<file path="config.mk">
export PLATFORM = sky130hd
export DESIGN_NAME = sci_uart
export DESIGN_NICKNAME = d
export VERILOG_FILES = /design/src/rtl/sci_uart.sv
export SDC_FILE = /design/constraint.sdc
export NUM_CORES = 1
export LEC_CHECK = 0
export CAP_MARGIN = 20
export CORE_UTILIZATION = 38
export CTS_CLUSTER_DIAMETER = 200
export CTS_CLUSTER_SIZE = 20
export DETAILED_ROUTE_END_ITERATION = 8
export SYNTH_ARGS = -nofsm -noshare
export SYNTH_HDL_FRONTEND = slang
export SYNTH_SLANG_ARGS = --single-unit
</file>
<file path="constraint.sdc">
create_clock -name clk50 -period 2.5 [get_ports clk50]
set_clock_uncertainty 0.05 [all_clocks]
set_input_delay 0.5 -clock clk50 [delete_from_list [all_inputs] [get_ports clk50]]
set_output_delay 0.5 -clock clk50 [all_outputs]
set_load 0.01 [all_outputs]
</file>
<file path="src/rtl/sci_uart.sv">
// rtl/sci_uart.sv - 8N1 serial port with a CPU-visible status/control/data register set
// Define SCI_RXFIFO_EN to replace the single receive register with a 4-entry FIFO.
module sci_uart #(
  parameter int DIV = 5208
) (
  input  logic       clk50,
  input  logic       resetin,
  input  logic [7:0] dbus,
  output logic [7:0] sciout,
  input  logic       IOaddr,
  input  logic [2:0] addr,
  input  logic       read,
  input  logic       write,
  input  logic       rxd,
  output logic       txd
);
  localparam logic [15:0] BIT_END  = 16'(DIV - 1);
  localparam logic [15:0] HALF_END = 16'(DIV / 2 - 1);

  typedef enum logic [1:0] {S_IDLE, S_START, S_DATA, S_STOP} state_t;

  state_t      tx_st, rx_st;
  logic        wr_q, rd7_q, wr_pulse, rd_done;
  logic        te, re, tdre, tc, rdrf, ovr, fe;
  logic [7:0]  tdr, tx_sh, rx_sh, rdata;
  logic [15:0] tx_cnt, rx_cnt;
  logic [2:0]  tx_bit, rx_bit;
  logic        rs1, rs2, rs3;
  logic        rx_push, push_ok, pop_ok;

  assign wr_pulse = IOaddr & write & ~wr_q;
  // Read side effects wait for the strobe to drop so the CPU sees the byte first.
  assign rd_done  = rd7_q & ~(IOaddr & read);
  assign rx_push  = re && (rx_st == S_STOP) && (rx_cnt == BIT_END);

  always_ff @(posedge clk50 or negedge resetin) begin
    if (!resetin) begin
      wr_q <= 1'b0; rd7_q <= 1'b0;
      te <= 1'b1; re <= 1'b1; tdre <= 1'b1; tc <= 1'b1;
      tdr <= 8'h00; tx_sh <= 8'h00; tx_st <= S_IDLE;
      tx_cnt <= 16'd0; tx_bit <= 3'd0; txd <= 1'b1;
    end else begin
      wr_q  <= IOaddr & write;
      rd7_q <= IOaddr & read & (addr == 3'd7);
      case (tx_st)
        S_IDLE: if (te && !tdre) begin
          tx_sh <= tdr; txd <= 1'b0; tdre <= 1'b1; tx_cnt <= 16'd0; tx_st <= S_START;
        end
        S_START: if (tx_cnt == BIT_END) begin
          tx_cnt <= 16'd0; tx_bit <= 3'd0; txd <= tx_sh[0]; tx_st <= S_DATA;
        end else tx_cnt <= tx_cnt + 16'd1;
        S_DATA: if (tx_cnt == BIT_END) begin
          tx_cnt <= 16'd0;
          if (tx_bit == 3'd7) begin
            txd <= 1'b1; tx_st <= S_STOP;
          end else begin
            txd <= tx_sh[1]; tx_sh <= {1'b0, tx_sh[7:1]}; tx_bit <= tx_bit + 3'd1;
          end
        end else tx_cnt <= tx_cnt + 16'd1;
        S_STOP: if (tx_cnt == BIT_END) begin
          tx_cnt <= 16'd0;
          // Reloading straight from STOP keeps consecutive frames gap-free.
          if (te && !tdre) begin
            tx_sh <= tdr; txd <= 1'b0; tdre <= 1'b1; tx_st <= S_START;
          end else begin
            tx_st <= S_IDLE;
            if (tdre) tc <= 1'b1;
          end
        end else tx_cnt <= tx_cnt + 16'd1;
        default: tx_st <= S_IDLE;
      endcase
      if (wr_pulse) begin
        if (addr == 3'd5) begin
          te <= dbus[3]; re <= dbus[2];
        end else if (addr == 3'd7 && tdre) begin
          tdr <= dbus; tdre <= 1'b0; tc <= 1'b0;
        end
      end
    end
  end

  always_ff @(posedge clk50 or negedge resetin) begin
    if (!resetin) begin
      rs1 <= 1'b1; rs2 <= 1'b1; rs3 <= 1'b1;
      rx_st <= S_IDLE; rx_cnt <= 16'd0; rx_bit <= 3'd0; rx_sh <= 8'h00;
    end else begin
      rs1 <= rxd; rs2 <= rs1; rs3 <= rs2;
      if (!re) rx_st <= S_IDLE;
      else case (rx_st)
        S_IDLE: if (rs3 && !rs2) begin
          rx_cnt <= 16'd0; rx_st <= S_START;
        end
        S_START: if (rx_cnt == HALF_END) begin
          rx_cnt <= 16'd0; rx_bit <= 3'd0;
          rx_st  <= rs2 ? S_IDLE : S_DATA;
        end else rx_cnt <= rx_cnt + 16'd1;
        S_DATA: if (rx_cnt == BIT_END) begin
          rx_cnt <= 16'd0; rx_sh <= {rs2, rx_sh[7:1]}; rx_bit <= rx_bit + 3'd1;
          if (rx_bit == 3'd7) rx_st <= S_STOP;
        end else rx_cnt <= rx_cnt + 16'd1;
        S_STOP: if (rx_cnt == BIT_END) rx_st <= S_IDLE;
                else rx_cnt <= rx_cnt + 16'd1;
        default: rx_st <= S_IDLE;
      endcase
    end
  end

`ifdef SCI_RXFIFO_EN
  logic [7:0] rmem [4];
  logic [1:0] wp, rp;
  logic [2:0] rcnt;

  assign pop_ok  = rd_done && (rcnt != 3'd0);
  assign push_ok = rx_push && ((rcnt != 3'd4) || pop_ok);
  assign rdrf    = (rcnt != 3'd0);
  assign rdata   = rmem[rp];

  always_ff @(posedge clk50)
    if (push_ok) rmem[wp] <= rx_sh;

  always_ff @(posedge clk50 or negedge resetin) begin
    if (!resetin) begin
      wp <= 2'd0; rp <= 2'd0; rcnt <= 3'd0; ovr <= 1'b0; fe <= 1'b0;
    end else begin
      if (rd_done) begin ovr <= 1'b0; fe <= 1'b0; end
      if (pop_ok) rp <= rp + 2'd1;
      if (push_ok) wp <= wp + 2'd1;
      if (rx_push && !push_ok) ovr <= 1'b1;
      if (rx_push && !rs2) fe <= 1'b1;
      rcnt <= rcnt + {2'b0, push_ok} - {2'b0, pop_ok};
    end
  end
`else
  logic [7:0] rbuf;
  logic       rfull;

  assign pop_ok  = rd_done && rfull;
  assign push_ok = rx_push && (!rfull || pop_ok);
  assign rdrf    = rfull;
  assign rdata   = rbuf;

  always_ff @(posedge clk50 or negedge resetin) begin
    if (!resetin) begin
      rbuf <= 8'h00; rfull <= 1'b0; ovr <= 1'b0; fe <= 1'b0;
    end else begin
      if (rd_done) begin ovr <= 1'b0; fe <= 1'b0; end
      if (push_ok) begin
        rbuf <= rx_sh; rfull <= 1'b1;
      end else if (pop_ok) rfull <= 1'b0;
      if (rx_push && !push_ok) ovr <= 1'b1;
      if (rx_push && !rs2) fe <= 1'b1;
    end
  end
`endif

  always_comb begin
    sciout = 8'h00;
    if (IOaddr)
      case (addr)
        3'd4:    sciout = {tdre, tc, rdrf, 1'b0, ovr, 1'b0, fe, 1'b0};
        3'd5:    sciout = {4'b0000, te, re, 2'b00};
        3'd7:    sciout = rdata;
        default: sciout = 8'h00;
      endcase
  end
endmodule

</file>
==> qor.log, run 1 <==
INFO  layout         syn2layout_area_growth=18.2%
INFO  pwr            powerDensity=811nW/um2
INFO  grt            via_count_of_the_first_global_routing_pass=3323
INFO  floorplan      floorplan.core_area=11600um2
INFO  place          io_buf_count=25
INFO  grt            initial_antenna_violation_count=0
INFO  pwr            static-leakage-power=0.00243uW
INFO  layout         fin_util=0.467
INFO  worst_setup_path cp.required=1950ps
INFO  cts            path_clk_slew=60ps
INFO  cts            htree_num_levels=3
INFO  worst_setup_path worst_setup_path_end_kind=output port
INFO  detailed_routing antenna_left=0
INFO  logic_synthesis synthTopCellsByArea=dfrtp_1 (43%), mux2_2 (11%), dfstp_2 (4.6%)
INFO  logic_synthesis largest_area_contributor_in_the_netlist=dfrtp_1
INFO  floorplan      die_h=112um
INFO  floorplan      rows=39
INFO  floorplan      ioPinCount=26
INFO  place          place.gp.congestion=0.801
INFO  cts            ctsLongestPathBuffers=2
INFO  cts            num_clock_sinks=87
INFO  logic_synthesis ys_ff_latch=87
INFO  timing         hold_violations=0
INFO  logic_synthesis synth_top_area_share=0.431
INFO  floorplan      die_width=112um
INFO  logic_synthesis mappedNetlistNets=448
INFO  timing         number_of_max_slew_violations_in_the_final_report=0
INFO  worst_setup_path r2r-end=tx_sh[7]
INFO  timing         max_freq=406MHz
INFO  cts            cts_inserted_buffers=9
INFO  detailed_routing detail_route.iter0.violations=145
INFO  layout         post_route_cells_drive_above_1_share=0.229
INFO  logic_synthesis yosysUniqueCellTypes=62
INFO  detailed_routing drc=0
INFO  logic_synthesis synth.yosys.warnings=0
INFO  worst_setup_path setup.worst_path.start_class=input pin
INFO  logic_synthesis async_flop_share=1.00
INFO  detailed_routing post_detailed_route_wirelength_per_cell=15.8um
INFO  logic_synthesis synth_ff_type=dfrtp_1
INFO  detailed_routing vias_per_cell=5.68
INFO  cts            tritoncts=yes
INFO  detailed_routing drt_wl_total=9.55mm
INFO  min_path       hold_class=input pin to async pin
INFO  logic_synthesis synth-edff-count=0
INFO  worst_setup_path setup.reg_to_reg.worst_slack=280ps
INFO  detailed_routing router_iterations_before_antenna_repair=5
INFO  place          placed_cell_area=5070um2
INFO  timing         grt_setup_unrepaired=no
INFO  layout         design.final.nets=485
INFO  floorplan      dieArea=12500um2
INFO  cts            clk_root_buffer_cell=clkbuf_16
INFO  place          place.detailed.hpwl=6.63mm
INFO  worst_setup_path critPathKind=input pin to output port
INFO  cts            cts.hold.buffers_added=0
INFO  logic_synthesis post_synth.cell_area_avg=10.9um2
INFO  logic_synthesis syn-cell-area=4590um2
INFO  worst_setup_path worst_r2r_startpoint=tx_cnt[11]
INFO  grt            grt_pass1_wl=16.0mm
INFO  job            cap_viol_max_count=0
INFO  logic_synthesis yosys-top-cells-count=dfrtp_1 (79), mux2_2 (43), nor2_1 (37)
INFO  layout         diodes=0
INFO  timing         fin_crit=2470ps
INFO  logic_synthesis cell_with_the_most_instances_after_synthesis=dfrtp_1
INFO  grt            largest_net_degree_at_the_start_of_global_routing=41
INFO  logic_synthesis synth_cells=420
INFO  floorplan      initial_standard_cell_utilization_of_the_core=0.395
INFO  timing         finalSetupViolCount=0
INFO  logic_synthesis synth-seq-area-share=0.477
INFO  pwr            irDropWorstVdd=0.000476V
INFO  timing         maxSlewHeadroom=0.647
INFO  detailed_routing vias=3436
INFO  timing         post-route-period-util=0.986
INFO  worst_setup_path arrival=1920ps
INFO  worst_setup_path reg2reg_depth=5
INFO  grt            gr-total-overflow=0
INFO  grt            global_route.usage.total=0.161
INFO  cts            clk_latency=340ps
INFO  layout         finalInstanceArea=5430um2
INFO  worst_setup_path maximum_net_fanout_on_the_critical_path=3
INFO  timing         tightestPinTransition=526ps
INFO  outcome        run_status=finished clean
routing by layer:
layer	GRT usage	vias to the layer above	wire length (um)
met1	0.204	1711	4460
met4	0.0595	0	144
met3	0.0376	12	314
met5	0	-	0
li1	-	1643	-
met2	0.267	70	4630
worst max-delay path, stage by stage:
cell,delay [ps]
clkdlybuf4s50_1,500
and3_1,200
and3_1,180
clkdlybuf4s50_1,530
repair_timing:
action / in CTS / in global routing
resized for setup: 5 / 4
setup endpoints to repair: 8 / 21
setup buffers: 0 / 0
where the power goes:
| group | internal, uW | leakage [uW] | switching (uW) |
|---|---|---|---|
| Clock | 908 | 0.000155 | 567 |
| Combinational | 523 | 0.00111 | 627 |
| Sequential | 1610 | 0.00117 | 164 |
| Total | 3040 | 0.00243 | 1360 |
cell families after synthesis:
kind of cell             after synthesis  synth area share
buffers and inverters                 27            0.0275
multiplexers                          49             0.120
adder cells (fa/ha/maj)               11            0.0300
flip-flops                            87             0.477
XOR/XNOR                              10            0.0191
AND/OR/NAND/NOR                      160             0.203
AO/OA/AOI/OAI                         76             0.124
cell type report:
type,count,area [um2]
sequential,87,2190
timing repair buffer,43,394
clock buffer,10,239
fill,1037,6190
inverter,10,37.5
clock inverter,6,92.6
multi-input combinational,306,2300
tap,143,179
placed cells by master (no fill, tap or decap), types with 3 or more instances in the layout:
cell type | synthesis | layout
a211oi_1 | 3 | 3
a21oi_1 | 9 | 9
a22o_1 | 12 | 12
a22oi_1 | 6 | 6
a31oi_1 | 9 | 9
and3_1 | 11 | 11
and4_1 | 5 | 5
and4bb_2 | 3 | 3
buf_4 | 3 | 18
clkbuf_16 | 0 | 9
clkdlybuf4s50_1 | 0 | 20
dfrtp_1 | 79 | 79
dfstp_2 | 8 | 8
dlygate4sd2_1 | 0 | 3
ha_1 | 11 | 11
inv_1 | 10 | 10
mux2_2 | 43 | 43
mux2i_1 | 5 | 5
nand2_1 | 35 | 34
nand3_1 | 10 | 10
nand4_1 | 15 | 15
nor2_1 | 37 | 36
nor2b_1 | 7 | 7
nor3_1 | 8 | 8
nor3b_1 | 3 | 3
nor4_1 | 3 | 3
nor4b_1 | 6 | 4
o21ai_0 | 14 | 14
xnor2_1 | 4 | 4
xor2_1 | 6 | 6
per-stage QoR:
stage | setup slack [ps] | setup TNS, ps | hold slack [ps] | total power (uW) | cells
CTS | 51.8 | 0 | 102 | 4440 | 605
global route | 1.84 | 0 | 124 | 4650 | 605
finish | 34.4 | 0 | 89.6 | 4400 | 605
floorplan | 493 | 0 | 154 | 2620 | 420
global placement | -63.6 | -307 | 297 | 2930 | 589
detailed placement | -91.8 | -428 | 299 | 2950 | 589
sequential cells by signal, summed over array words and instances, names as in the netlist, 2 cells and up:
name / count
tx_bit: 3
tx_st: 2
rbuf: 8
rx_sh: 8
rx_st: 2
tx_sh: 8
rx_cnt: 16
tx_cnt: 16
rx_bit: 3
tdr: 8
how the worst max path moves through the flow:
stage,start,endpoint,slack (ps),depth (start not counted)
floorplan,tx_st[0],tx_cnt[8],490,8
global placement,addr[0],sciout[1],-60,5
detailed placement,addr[0],sciout[1],-90,5
CTS,addr[2],sciout[0],50,4
global route,addr[2],sciout[4],2,4
finish,addr[2],sciout[4],30,4
Power figures use the tool's default switching activity.
==> run 2, diff against run 1 <==
--- a/config.mk
+++ b/config.mk
@@ -10,6 +10,8 @@
 export CTS_CLUSTER_DIAMETER = 200
 export CTS_CLUSTER_SIZE = 20
 export DETAILED_ROUTE_END_ITERATION = 8
+export HOLD_SLACK_MARGIN = 0.08
+export SLEW_MARGIN = 10
 export SYNTH_ARGS = -nofsm -noshare
 export SYNTH_HDL_FRONTEND = slang
 export SYNTH_SLANG_ARGS = --single-unit
==> results of run 2 <==
No change in the layout: final DEF, timing and power equal those of run 1.
